==> config.mk <==
export PLATFORM = sky130hd
export DESIGN_NAME = matrix_operand_loader_flat
export DESIGN_NICKNAME = d
export VERILOG_FILES = /design/src/rtl/mat_pkg.sv /design/src/rtl/matrix_operand_loader_if.sv /design/src/rtl/mat_byte_serializer.sv /design/src/rtl/matrix_operand_loader.sv /design/src/flat_wrapper.sv
export SDC_FILE = /design/constraint.sdc
export NUM_CORES = 1
export LEC_CHECK = 0
export CORE_AREA = 2 2 255 257
export CTS_CLUSTER_SIZE = 40
export DETAILED_ROUTE_END_ITERATION = 6
export DIE_AREA = 0 0 257 259
export GPL_TIMING_DRIVEN = 0
export PLACE_DENSITY = 0.74
export SETUP_SLACK_MARGIN = 0.02
export SYNTH_ARGS = -nofsm -noshare
export SYNTH_HDL_FRONTEND = slang
export SYNTH_SLANG_ARGS = --single-unit
==> constraint.sdc <==
create_clock -name clk -period 3.72 [get_ports clk]
set_clock_uncertainty 0.2 [all_clocks]
set_input_delay 0.744 -clock clk [delete_from_list [all_inputs] [get_ports clk]]
set_output_delay 0.744 -clock clk [all_outputs]
set_load 0.1 [all_outputs]
==> src/rtl/mat_pkg.sv <==
// Shared definitions for the matrix operand loader: geometry, opcodes, FSM states
// and the opcode classifier.
package mat_pkg;

    localparam int unsigned N        = 5;
    localparam int unsigned W        = 8;
    localparam int unsigned NN       = N * N;
    localparam int unsigned MAT_BITS = NN * W;
    localparam int unsigned IDX_W    = $clog2(NN);

    localparam logic [3:0] OP_SOMA    = 4'b0011;
    localparam logic [3:0] OP_SUB     = 4'b0100;
    localparam logic [3:0] OP_MULT    = 4'b0101;
    localparam logic [3:0] OP_TRANSP  = 4'b0110;
    localparam logic [3:0] OP_OPOSTA  = 4'b0111;
    localparam logic [3:0] OP_ESCALAR = 4'b1000;
    localparam logic [3:0] OP_DET4    = 4'b1011;

    typedef enum logic [2:0] {
        ST_IDLE,
        ST_LOAD_A,
        ST_LOAD_B,
        ST_EXEC,
        ST_WAIT_CLR,
        ST_DRAIN
    } state_t;

    typedef enum logic [1:0] {
        CLS_ILLEGAL,
        CLS_BINARY,
        CLS_UNARY,
        CLS_DET
    } op_class_t;

    typedef struct packed {
        logic [3:0] opcode;
        logic [7:0] scalar;
    } cmd_t;

    function automatic op_class_t op_class(input logic [3:0] op);
        case (op)
            OP_SOMA, OP_SUB, OP_MULT:            return CLS_BINARY;
            OP_TRANSP, OP_OPOSTA, OP_ESCALAR:    return CLS_UNARY;
            OP_DET4:                             return CLS_DET;
            default:                             return CLS_ILLEGAL;
        endcase
    endfunction

endpackage

==> src/rtl/matrix_operand_loader_if.sv <==
// Command/operand/result streams plus the ALU-facing bus of the operand loader.
// master = environment (command source, element source/sink, ALU); slave = loader.
interface matrix_operand_loader_if;
    import mat_pkg::*;

    logic                cmd_valid;
    logic                cmd_ready;
    logic [3:0]          cmd_opcode;
    logic [7:0]          cmd_scalar;
    logic                in_valid;
    logic                in_ready;
    logic [W-1:0]        in_data;
    logic                out_valid;
    logic                out_ready;
    logic [W-1:0]        out_data;
    logic                out_last;
    logic [3:0]          alu_opcode;
    logic [7:0]          alu_scalar;
    logic [MAT_BITS-1:0] alu_matrizA;
    logic [MAT_BITS-1:0] alu_matrizB;
    logic                alu_start;
    logic [MAT_BITS-1:0] alu_result;
    logic                alu_done;
    logic                busy;
    logic                err_opcode;
    logic                err_timeout;

    modport master (
        output cmd_valid, cmd_opcode, cmd_scalar, in_valid, in_data, out_ready,
               alu_result, alu_done,
        input  cmd_ready, in_ready, out_valid, out_data, out_last, alu_opcode,
               alu_scalar, alu_matrizA, alu_matrizB, alu_start, busy,
               err_opcode, err_timeout
    );

    modport slave (
        input  cmd_valid, cmd_opcode, cmd_scalar, in_valid, in_data, out_ready,
               alu_result, alu_done,
        output cmd_ready, in_ready, out_valid, out_data, out_last, alu_opcode,
               alu_scalar, alu_matrizA, alu_matrizB, alu_start, busy,
               err_opcode, err_timeout
    );

endinterface

==> src/rtl/mat_byte_serializer.sv <==
// Holds the captured ALU result and streams it out one element per accepted beat.
module mat_byte_serializer
    import mat_pkg::*;
(
    input  logic                clk,
    input  logic                rst_n,
    input  logic                capture,
    input  logic [MAT_BITS-1:0] result,
    input  logic                start,
    input  logic                single,
    input  logic                out_ready,
    output logic                out_valid,
    output logic [W-1:0]        out_data,
    output logic                out_last
);

    logic [MAT_BITS-1:0] res_q;
    logic [IDX_W-1:0]    idx;
    logic [IDX_W-1:0]    last_idx;
    logic [IDX_W-1:0]    idx_nxt_c;

    assign idx_nxt_c = idx + IDX_W'(1);

    // Capture and start never coincide: capture happens in EXEC, start on leaving WAIT_CLR.
    always_ff @(posedge clk) begin
        if (!rst_n) begin
            res_q     <= '0;
            idx       <= '0;
            last_idx  <= '0;
            out_valid <= 1'b0;
            out_data  <= '0;
            out_last  <= 1'b0;
        end else begin
            if (capture) begin
                res_q <= result;
            end
            if (start) begin
                out_valid <= 1'b1;
                idx       <= '0;
                out_data  <= res_q[W-1:0];
                last_idx  <= single ? '0 : IDX_W'(NN - 1);
                out_last  <= single;
            end else if (out_valid && out_ready) begin
                if (out_last) begin
                    out_valid <= 1'b0;
                    out_last  <= 1'b0;
                end else begin
                    idx      <= idx_nxt_c;
                    out_data <= res_q[32'(idx_nxt_c) * W +: W];
                    out_last <= (idx_nxt_c == last_idx);
                end
            end
        end
    end

endmodule

==> src/rtl/matrix_operand_loader.sv <==
// Control stage in front of the matrix ALU: command intake, operand assembly,
// start/done handshake with timeout, and byte-serial result drain.
module matrix_operand_loader
    import mat_pkg::*;
#(
    parameter int unsigned TIMEOUT_CYC = 1024
) (
    input  logic                    clk,
    input  logic                    rst_n,
    matrix_operand_loader_if.slave  bus
);

    localparam int unsigned TO_W = $clog2(TIMEOUT_CYC) + 1;

    state_t              state;
    state_t              state_n;
    op_class_t           cls_q;
    cmd_t                cmd_q;
    logic [IDX_W-1:0]    elem_idx;
    logic [TO_W-1:0]     to_cnt;
    logic [MAT_BITS-1:0] mat_a;
    logic [MAT_BITS-1:0] mat_b;
    logic                timed_out;
    logic                err_opcode_q;
    logic                err_timeout_q;
    logic                cmd_ready_q;
    logic                in_ready_q;
    logic                busy_q;
    logic                alu_start_q;

    logic                cmd_fire_c;
    logic                cmd_legal_c;
    logic                in_fire_c;
    logic                elem_last_c;
    logic                capture_c;
    logic                timeout_c;
    logic                ser_start_c;
    logic                ser_done_c;

    logic                ser_valid;
    logic [W-1:0]        ser_data;
    logic                ser_last;

    assign cmd_fire_c  = bus.cmd_valid && cmd_ready_q;
    assign cmd_legal_c = (op_class(bus.cmd_opcode) != CLS_ILLEGAL);
    assign in_fire_c   = bus.in_valid && in_ready_q;
    assign elem_last_c = (elem_idx == IDX_W'(NN - 1));
    assign ser_done_c  = ser_valid && bus.out_ready && ser_last;

    // Next-state and single-cycle control strobes.
    always_comb begin
        state_n     = state;
        capture_c   = 1'b0;
        timeout_c   = 1'b0;
        ser_start_c = 1'b0;
        case (state)
            ST_IDLE: begin
                if (cmd_fire_c && cmd_legal_c) state_n = ST_LOAD_A;
            end
            ST_LOAD_A: begin
                if (in_fire_c && elem_last_c)
                    state_n = (cls_q == CLS_BINARY) ? ST_LOAD_B : ST_EXEC;
            end
            ST_LOAD_B: begin
                if (in_fire_c && elem_last_c) state_n = ST_EXEC;
            end
            ST_EXEC: begin
                if (bus.alu_done) begin
                    capture_c = 1'b1;
                    state_n   = ST_WAIT_CLR;
                end else if (to_cnt == TO_W'(TIMEOUT_CYC - 1)) begin
                    timeout_c = 1'b1;
                    state_n   = ST_WAIT_CLR;
                end
            end
            ST_WAIT_CLR: begin
                // Start may only return once the ALU has dropped done.
                if (!bus.alu_done) begin
                    if (timed_out) begin
                        state_n = ST_IDLE;
                    end else begin
                        state_n     = ST_DRAIN;
                        ser_start_c = 1'b1;
                    end
                end
            end
            ST_DRAIN: begin
                if (ser_done_c) state_n = ST_IDLE;
            end
            default: state_n = ST_IDLE;
        endcase
    end

    // State register; handshake/status outputs are registered from the next state.
    always_ff @(posedge clk) begin
        if (!rst_n) begin
            state       <= ST_IDLE;
            cmd_ready_q <= 1'b1;
            in_ready_q  <= 1'b0;
            busy_q      <= 1'b0;
            alu_start_q <= 1'b0;
        end else begin
            state       <= state_n;
            cmd_ready_q <= (state_n == ST_IDLE);
            in_ready_q  <= (state_n == ST_LOAD_A) || (state_n == ST_LOAD_B);
            busy_q      <= (state_n != ST_IDLE);
            alu_start_q <= (state_n == ST_EXEC);
        end
    end

    // Command, operand and timeout datapath.
    always_ff @(posedge clk) begin
        if (!rst_n) begin
            cls_q         <= CLS_ILLEGAL;
            cmd_q         <= '0;
            elem_idx      <= '0;
            to_cnt        <= '0;
            mat_a         <= '0;
            mat_b         <= '0;
            timed_out     <= 1'b0;
            err_opcode_q  <= 1'b0;
            err_timeout_q <= 1'b0;
        end else begin
            if (cmd_fire_c) begin
                err_timeout_q <= 1'b0;
                err_opcode_q  <= !cmd_legal_c;
                if (cmd_legal_c) begin
                    cmd_q     <= '{opcode: bus.cmd_opcode, scalar: bus.cmd_scalar};
                    cls_q     <= op_class(bus.cmd_opcode);
                    mat_b     <= '0;
                    elem_idx  <= '0;
                    timed_out <= 1'b0;
                end
            end
            if (in_fire_c) begin
                if (state == ST_LOAD_A) mat_a[32'(elem_idx) * W +: W] <= bus.in_data;
                else                    mat_b[32'(elem_idx) * W +: W] <= bus.in_data;
                elem_idx <= elem_last_c ? '0 : elem_idx + IDX_W'(1);
            end
            if (state == ST_EXEC && !bus.alu_done) to_cnt <= to_cnt + TO_W'(1);
            else                                    to_cnt <= '0;
            if (timeout_c) begin
                err_timeout_q <= 1'b1;
                timed_out     <= 1'b1;
            end
        end
    end

    mat_byte_serializer u_ser (
        .clk       (clk),
        .rst_n     (rst_n),
        .capture   (capture_c),
        .result    (bus.alu_result),
        .start     (ser_start_c),
        .single    (cls_q == CLS_DET),
        .out_ready (bus.out_ready),
        .out_valid (ser_valid),
        .out_data  (ser_data),
        .out_last  (ser_last)
    );

    assign bus.cmd_ready   = cmd_ready_q;
    assign bus.in_ready    = in_ready_q;
    assign bus.busy        = busy_q;
    assign bus.alu_start   = alu_start_q;
    assign bus.alu_opcode  = cmd_q.opcode;
    assign bus.alu_scalar  = cmd_q.scalar;
    assign bus.alu_matrizA = mat_a;
    assign bus.alu_matrizB = mat_b;
    assign bus.err_opcode  = err_opcode_q;
    assign bus.err_timeout = err_timeout_q;
    assign bus.out_valid   = ser_valid;
    assign bus.out_data    = ser_data;
    assign bus.out_last    = ser_last;

endmodule

==> src/flat_wrapper.sv <==
// flat-port wrapper written by rule: the top's interface ports become plain ports
module matrix_operand_loader_flat import mat_pkg::*;
#(
    parameter int unsigned TIMEOUT_CYC = 1024
)
  (clk, rst_n, bus_cmd_valid, bus_cmd_opcode, bus_cmd_scalar, bus_in_valid, bus_in_data, bus_out_ready, bus_alu_result, bus_alu_done, bus_cmd_ready, bus_in_ready, bus_out_valid, bus_out_data, bus_out_last, bus_alu_opcode, bus_alu_scalar, bus_alu_matrizA, bus_alu_matrizB, bus_alu_start, bus_busy, bus_err_opcode, bus_err_timeout);
  matrix_operand_loader_if bus_i ();
  input  logic clk;
  input  logic rst_n;
  input wire logic [$bits(bus_i.cmd_valid)-1:0] bus_cmd_valid;
  input wire logic [$bits(bus_i.cmd_opcode)-1:0] bus_cmd_opcode;
  input wire logic [$bits(bus_i.cmd_scalar)-1:0] bus_cmd_scalar;
  input wire logic [$bits(bus_i.in_valid)-1:0] bus_in_valid;
  input wire logic [$bits(bus_i.in_data)-1:0] bus_in_data;
  input wire logic [$bits(bus_i.out_ready)-1:0] bus_out_ready;
  input wire logic [$bits(bus_i.alu_result)-1:0] bus_alu_result;
  input wire logic [$bits(bus_i.alu_done)-1:0] bus_alu_done;
  output wire logic [$bits(bus_i.cmd_ready)-1:0] bus_cmd_ready;
  output wire logic [$bits(bus_i.in_ready)-1:0] bus_in_ready;
  output wire logic [$bits(bus_i.out_valid)-1:0] bus_out_valid;
  output wire logic [$bits(bus_i.out_data)-1:0] bus_out_data;
  output wire logic [$bits(bus_i.out_last)-1:0] bus_out_last;
  output wire logic [$bits(bus_i.alu_opcode)-1:0] bus_alu_opcode;
  output wire logic [$bits(bus_i.alu_scalar)-1:0] bus_alu_scalar;
  output wire logic [$bits(bus_i.alu_matrizA)-1:0] bus_alu_matrizA;
  output wire logic [$bits(bus_i.alu_matrizB)-1:0] bus_alu_matrizB;
  output wire logic [$bits(bus_i.alu_start)-1:0] bus_alu_start;
  output wire logic [$bits(bus_i.busy)-1:0] bus_busy;
  output wire logic [$bits(bus_i.err_opcode)-1:0] bus_err_opcode;
  output wire logic [$bits(bus_i.err_timeout)-1:0] bus_err_timeout;
  assign bus_i.cmd_valid = bus_cmd_valid;
  assign bus_i.cmd_opcode = bus_cmd_opcode;
  assign bus_i.cmd_scalar = bus_cmd_scalar;
  assign bus_i.in_valid = bus_in_valid;
  assign bus_i.in_data = bus_in_data;
  assign bus_i.out_ready = bus_out_ready;
  assign bus_i.alu_result = bus_alu_result;
  assign bus_i.alu_done = bus_alu_done;
  assign bus_cmd_ready = bus_i.cmd_ready;
  assign bus_in_ready = bus_i.in_ready;
  assign bus_out_valid = bus_i.out_valid;
  assign bus_out_data = bus_i.out_data;
  assign bus_out_last = bus_i.out_last;
  assign bus_alu_opcode = bus_i.alu_opcode;
  assign bus_alu_scalar = bus_i.alu_scalar;
  assign bus_alu_matrizA = bus_i.alu_matrizA;
  assign bus_alu_matrizB = bus_i.alu_matrizB;
  assign bus_alu_start = bus_i.alu_start;
  assign bus_busy = bus_i.busy;
  assign bus_err_opcode = bus_i.err_opcode;
  assign bus_err_timeout = bus_i.err_timeout;
  matrix_operand_loader #(.TIMEOUT_CYC(TIMEOUT_CYC)) u_core (.clk(clk), .rst_n(rst_n), .bus(bus_i));
endmodule
# Word-level counts from Yosys, hierarchy flattened
# Cells that the tools add are included.
op_classes:
  addsub: 4
  multipliers: 0
  div_mod_pow: 0
  magnitude_cmp: 0
  n_eq_ne: 21
  shift: 3
  muxes: 45
  n_bitwise: 2
  reduce_logical: 31
op_table:
  columns: ["op", "count"]
  rows:
  - ["$mux W200", 5]
  - ["$bwmux W200", 2]
  - ["$shift A8 B34 Y200 const A", 1]
  - ["$shiftx A200 B9 Y8", 1]
  - ["$shiftx A8 B34 Y200", 1]
  - ["$neg A8 Y34", 1]
  - ["$mux W5", 5]
  - ["$mux W3", 8]
  - ["$mux W8", 3]
  - ["$mux W1", 20]
  - ["$pmux W3 S6", 1]
  - ["$eq A4 B3 Y1 const B", 4]
  - ["$reduce_and A2 Y1", 8]
  - ["$reduce_bool A2 Y1", 7]
  - ["$eq A3 B2 Y1 const B", 4]
  - ["$add A11 B1 Y11 const B", 1]
  - ["$eq A11 B10 Y1 const B", 1]
  - ["$add A5 B1 Y5 const B", 2]
  - ["$eq A4 B4 Y1 const B", 2]
  - ["$logic_and A1 B1 Y1", 7]
  - ["$eq A3 B1 Y1 const B", 2]
  - ["$eq A3 B3 Y1 const B", 2]
  - ["$logic_not A3 Y1", 2]
  - ["$pmux W2 S3", 1]
  - ["12 further kinds", 15]
word_totals:
  register_bits: 660
  latch_bits: 0
  ramBits: 0
  romBits: 0
  in_bits: 226
  output_inout_bits: 428
  wordCells: 127
  n_memories: 0

# Longest topological paths before layout
logic_depth:
  ltp_word: 10
  mapped_depth: 14
  depth_no_buf: 10

# Modules after synthesis
# A second synthesis with hierarchy kept.
unflattened:
  hier_cells: 2733
  area_unflattened_um2: 26720.6
by_module_without_submodules:
  columns: ["module", "n_inst", "cells_per_inst", "area_each_um2", "seq_area_each_um2"]
  rows:
  - ["matrix_operand_loader", 1, 1809, 16684.8, 8808.4]
  - ["mat_byte_serializer", 1, 924, 10035.9, 4324.1]

# Worst setup path after synthesis
# No wires, ideal clock.
synth_timing:
  kind: "reg-to-reg"
  startpoint: "register u_core.elem_idx[0]"
  endpoint: "register u_core.mat_a[70] (netlist: u_core.bus.alu_matrizA[70])"
  setup_ns: 0.073
  t_arrival_ns: 3.155
  required_ns: 3.447
  setup_slack_ns: 0.292
  path_stages_with_launch: 13
  path_buffers: 3
  period_less_slack_ns: 3.428
  path_cell_list: "dfxtp_1 > clkbuf_1 > inv_1 > ha_1 > buf_2 > inv_1 > nor3_1 > ha_1 > inv_1 > a211oi_4 > and3_1 > buf_4 > mux2i_1"
synth_between:
  elab_chain_len: 3
  elab_cells_between_ends: 4
  cone_classes: "add/sub: 1; shift: 2; mux: 1"
synth_lines:
  columns: ["item", "line", "source"]
  rows:
  - ["start: declaration", "matrix_operand_loader.sv:19", "logic [IDX_W-1:0] elem_idx;"]
  - ["start signal: assignment", "matrix_operand_loader.sv:138", "elem_idx <= elem_last_c ? '0 : elem_idx + IDX_W'(1);"]
  - ["$neg A8 Y34 *", "matrix_operand_loader.sv:136", "if (state == ST_LOAD_A) mat_a[32'(elem_idx) * W +: W] <= bus.in_data;"]
  - ["$shiftx A8 B34 Y200 / $shift A8 B34 Y200 (equally long branches)", "matrix_operand_loader.sv:136", null]
  - ["$bwmux W200 *", "matrix_operand_loader.sv:136", null]
  - ["end signal: indexed assignment", "matrix_operand_loader.sv:136", null]
  - ["end: declaration", "matrix_operand_loader.sv:21", "logic [MAT_BITS-1:0] mat_a;"]
# Every way passes the cells marked *; elsewhere a longest branch is shown, timed or not.
# A chain may end at the register's enable or synchronous reset.

# Final worst setup path
layout_timing:
  startpoint: "register u_core.elem_idx[0]"
  endpoint: "register u_core.mat_a[51] (netlist: u_core.bus.alu_matrizA[51])"
# The elaborated chain is that of the path after synthesis.

==> metrics <==
Synth top area share=50.6%; die width=~260 um; total power=14.8 mW; top-count cell post-synth=nand2_1; Unique masters post-synth=67; Clock Latency Late Sink=between 0.6 and 0.7 ns; Yosys warnings=0; Ports=654; # Max-Cap Violations=0; complex-gate fraction of the synthesized area=10.1%; global-route wire length before repair=149 mm; area leader, netlist=dfxtp_1; die area=roughly 67000 um2; final wirelength=103 mm; sw frac=about a quarter; Hold Crit Class=reg2reg; TritonCTS Buffers=a little under 70; share of layout cells above drive strength 1=7.64%; Fmax=278 MHz; clk buf depth=3; Finish-stage setup viols=0; GP Congestion=~0.90; syn nets=around 3100; leakage=13.5 nW; met3 capacity usage during global routing=6.31%; placed cells=4396; Initial Utilization=between 40% and 50%; worst-margin pin slew=around 1.4 ns; XOR/XNOR share of the synthesized area=0.506%; Adder-Cell Fraction of Synth Area=less than 1%; DR pass1 iterations=5; minimum clock period=3.60 ns; met2 GRT Util=51.8%; GR met1 Demand/Resource=between 30% and 40%; routed len/inst=22.8 um; Final nets=3847; clock-pin slew on the worst setup and hold paths=0.06 ns; Min Hold Slack=between 0.2 and 0.3 ns; Synth Area in Simple Gates=20.4%; worst-path cell chain=buf_4, inv_1, ha_1, buf_2, nor4b_4, nor2b_1, clkbuf_1, and2_1, clkbuf_1, nand2_1, mux2i_1; sequential area share after synthesis=50.6%; GRT Resource Usage Total=around 30%; Crit Path Max Fanout=10; status=finished, final reports clean; critical path required time=4.04 ns; Die Y=around 260 um; Row Count=93; clock power share=46.9%; fillers=5626; Fin. Hold Viols=0; crit path buf inv count=5; DP Wirelength=about 79 mm; Post-synth EDFFs=0; H-tree levels=3; ys flop type=dfxtp_1; area grow syn2layout=38.7%; final instance area=36000 um2; root buf cell=clkbuf_16; pwr dens=slightly above 400 nW/um2; Cells after Synth=just under 3000; FFs w/ async S/R, synth=0%; Synth Cell Area=26000 um2; RSZ-0062 raised after global routing=true; DRC errors left=0; clock sinks=656; total core area=63900 um2; total gr overflow=0; crit path kind=reg2reg; flops & latches, synth=656; initial DRC count=between 1500 and 2000; ANT nets after route=0; post-synthesis mux area share=14.8%; largest net degree at the start of global routing=14; Crit. End Element=register; placed cell areas=33500 um2; main combinational cell family by area after synthesis=simple AND/OR/NAND/NOR gates; Psw=3.52 mW; Internal Power=11.3 mW; Startpoint Class=register; ranking of synthesized cells by area=dfxtp_1 51%, nand2_1 12%, mux2i_1 10%, a21oi_1 4.7%, mux4_2 4.2%; Syn Area/Cell=between 8 and 9 um2; Slew Viols, Final=0; fin crit share=96.7%; GRT Max-Usage Layer=met2; slowest cell delay on critical path=approximately 0.55 ns; Non-Filler Instances=4522; vias=~25000; vias in the first global route=23300; worst endpoint data arrival time=slightly below 4 ns; max_slew headroom=7.48%; Critical Path Slowest Stage Cell=clkbuf_1; Seq pwr share=47.8%; most used cell, CP=clkbuf_1; # hold bufs at CTS=0; IR Drop Worst-Case VDD=308 uV; most frequent cells after synthesis=859 x nand2_1, 656 x dfxtp_1, 259 x mux2i_1, 243 x a21oi_1, 167 x clkbuf_1; initial antenna violation count=1; Port Buffers=650; Combinational Power Share=5.3%; Final TNS setup=0 ns; Vias/cell=between 5 and 6; CTS tree=built; CP top delay family=buffers and inverters
[cell families (layout without fill, tap and decap cells)]
group	after synthesis	in the layout
AO/OA/AOI/OAI	466	466
XOR/XNOR	15	15
adder cells (fa/ha/maj)	9	9
buffers and inverters	210	986
flip-flops	656	656
multiplexers	322	322
other	0	1
AND/OR/NAND/NOR	1212	1212
[per-layer routing]
layer  part of all wire, %  vias to the layer above
li1                      -                    11400
met1                    38                    11800
met2                    49                     1152
met3                   8.1                      254
met4                   5.1                        0
met5                     0                        -
[final timing paths]
check,startpoint,endpoint,slack [ns],cells after the start
setup / recovery,u_core.elem_idx[0],u_core.bus.alu_matrizA[51],0.12,11
hold / removal,u_core.bus.alu_matrizA[6],u_core.bus.alu_matrizA[6],0.25,2
setup reg to reg,u_core.elem_idx[0],u_core.bus.alu_matrizA[51],0.12,11
hold reg to reg,u_core.bus.alu_matrizA[6],u_core.bus.alu_matrizA[6],0.25,2
[layout make-up]
type	instances	area [um2]	area share [%]
well taps	855	1070	2.97
flip-flops and latches	656	13100	36.5
inverters	18	71.3	0.198
clock buffers	100	1990	5.54
repair buffers	656	6580	18.3
multi-input cells	2024	12100	33.7
diodes	1	2.50	0.00695
clock inverters	25	253	0.702
plain buffers	187	766	2.13
[flip-flops by register name (all words and copies together) (netlist names), 2 cells and up]
signal,count
u_core.bus.alu_matrizA,200
u_core.bus.alu_matrizB,200
u_core.u_ser.res_q,200
u_core.to_cnt,11
u_core.bus.alu_scalar,8
u_core.u_ser.out_data,8
u_core.elem_idx,5
u_core.u_ser.idx,5
u_core.bus.alu_opcode,4
u_core.state,3
u_core.cls_q,2
[cells in the final DEF, fill, tap and decap left out, types with 6 or more instances in the layout]
cell	Yosys	layout
nand3_1	165	156
inv_1	18	17
buf_1	9	9
mux2_2	15	15
xor2_1	9	9
o21ai_0	133	133
ha_1	9	8
mux4_2	48	48
nor2_1	49	49
a21oi_1	243	243
clkdlybuf4s50_1	0	650
nand2_1	859	859
mux2i_1	259	259
clkbuf_16	0	70
a221oi_1	8	8
nor2b_1	17	17
clkbuf_1	167	168
nand3_2	11	20
buf_2	13	15
nand2_2	16	16
o221ai_1	7	7
and3_1	18	18
clkinv_2	0	14
nand4_1	7	7
nor3_1	15	15
o21ai_1	26	26
o211ai_1	8	8
buf_4	2	8
and2_1	10	6
clkbuf_8	0	13
a211oi_1	8	7
dfxtp_1	656	655
[power groups by stage]
stage               clock network [mW]  registers [mW]  logic, mW
CTS                               6.94            7.06      0.778
finish                            6.93            7.06      0.786
detailed placement                   0            7.21      0.769
global placement                     0            7.21      0.768
floorplan                            0            7.31      0.231
global route                      7.22            7.05      0.823
[repair_timing]
action                                  4_1_cts  5_1_grt
gates resized for setup                      18       34
endpoints found under the setup margin      384      346
setup buffers                                 5        0
pin swaps                                     3        1
[tightest hold or removal path, cell delays in order (launching register included)]
cell     delay, ns
dfxtp_1       0.31
nand2_1       0.05
a21oi_1       0.05
[per-stage QoR]
step           util (%)  worst slack [ns]
2_1_floorplan         -             0.292
6_report           56.4             0.122
3_5_place_dp       52.5            -0.669
4_1_cts            56.2            0.0111
3_3_place_gp       52.5            -0.626
5_1_grt            56.3           -0.0175
(Power assumes the default switching activity.)
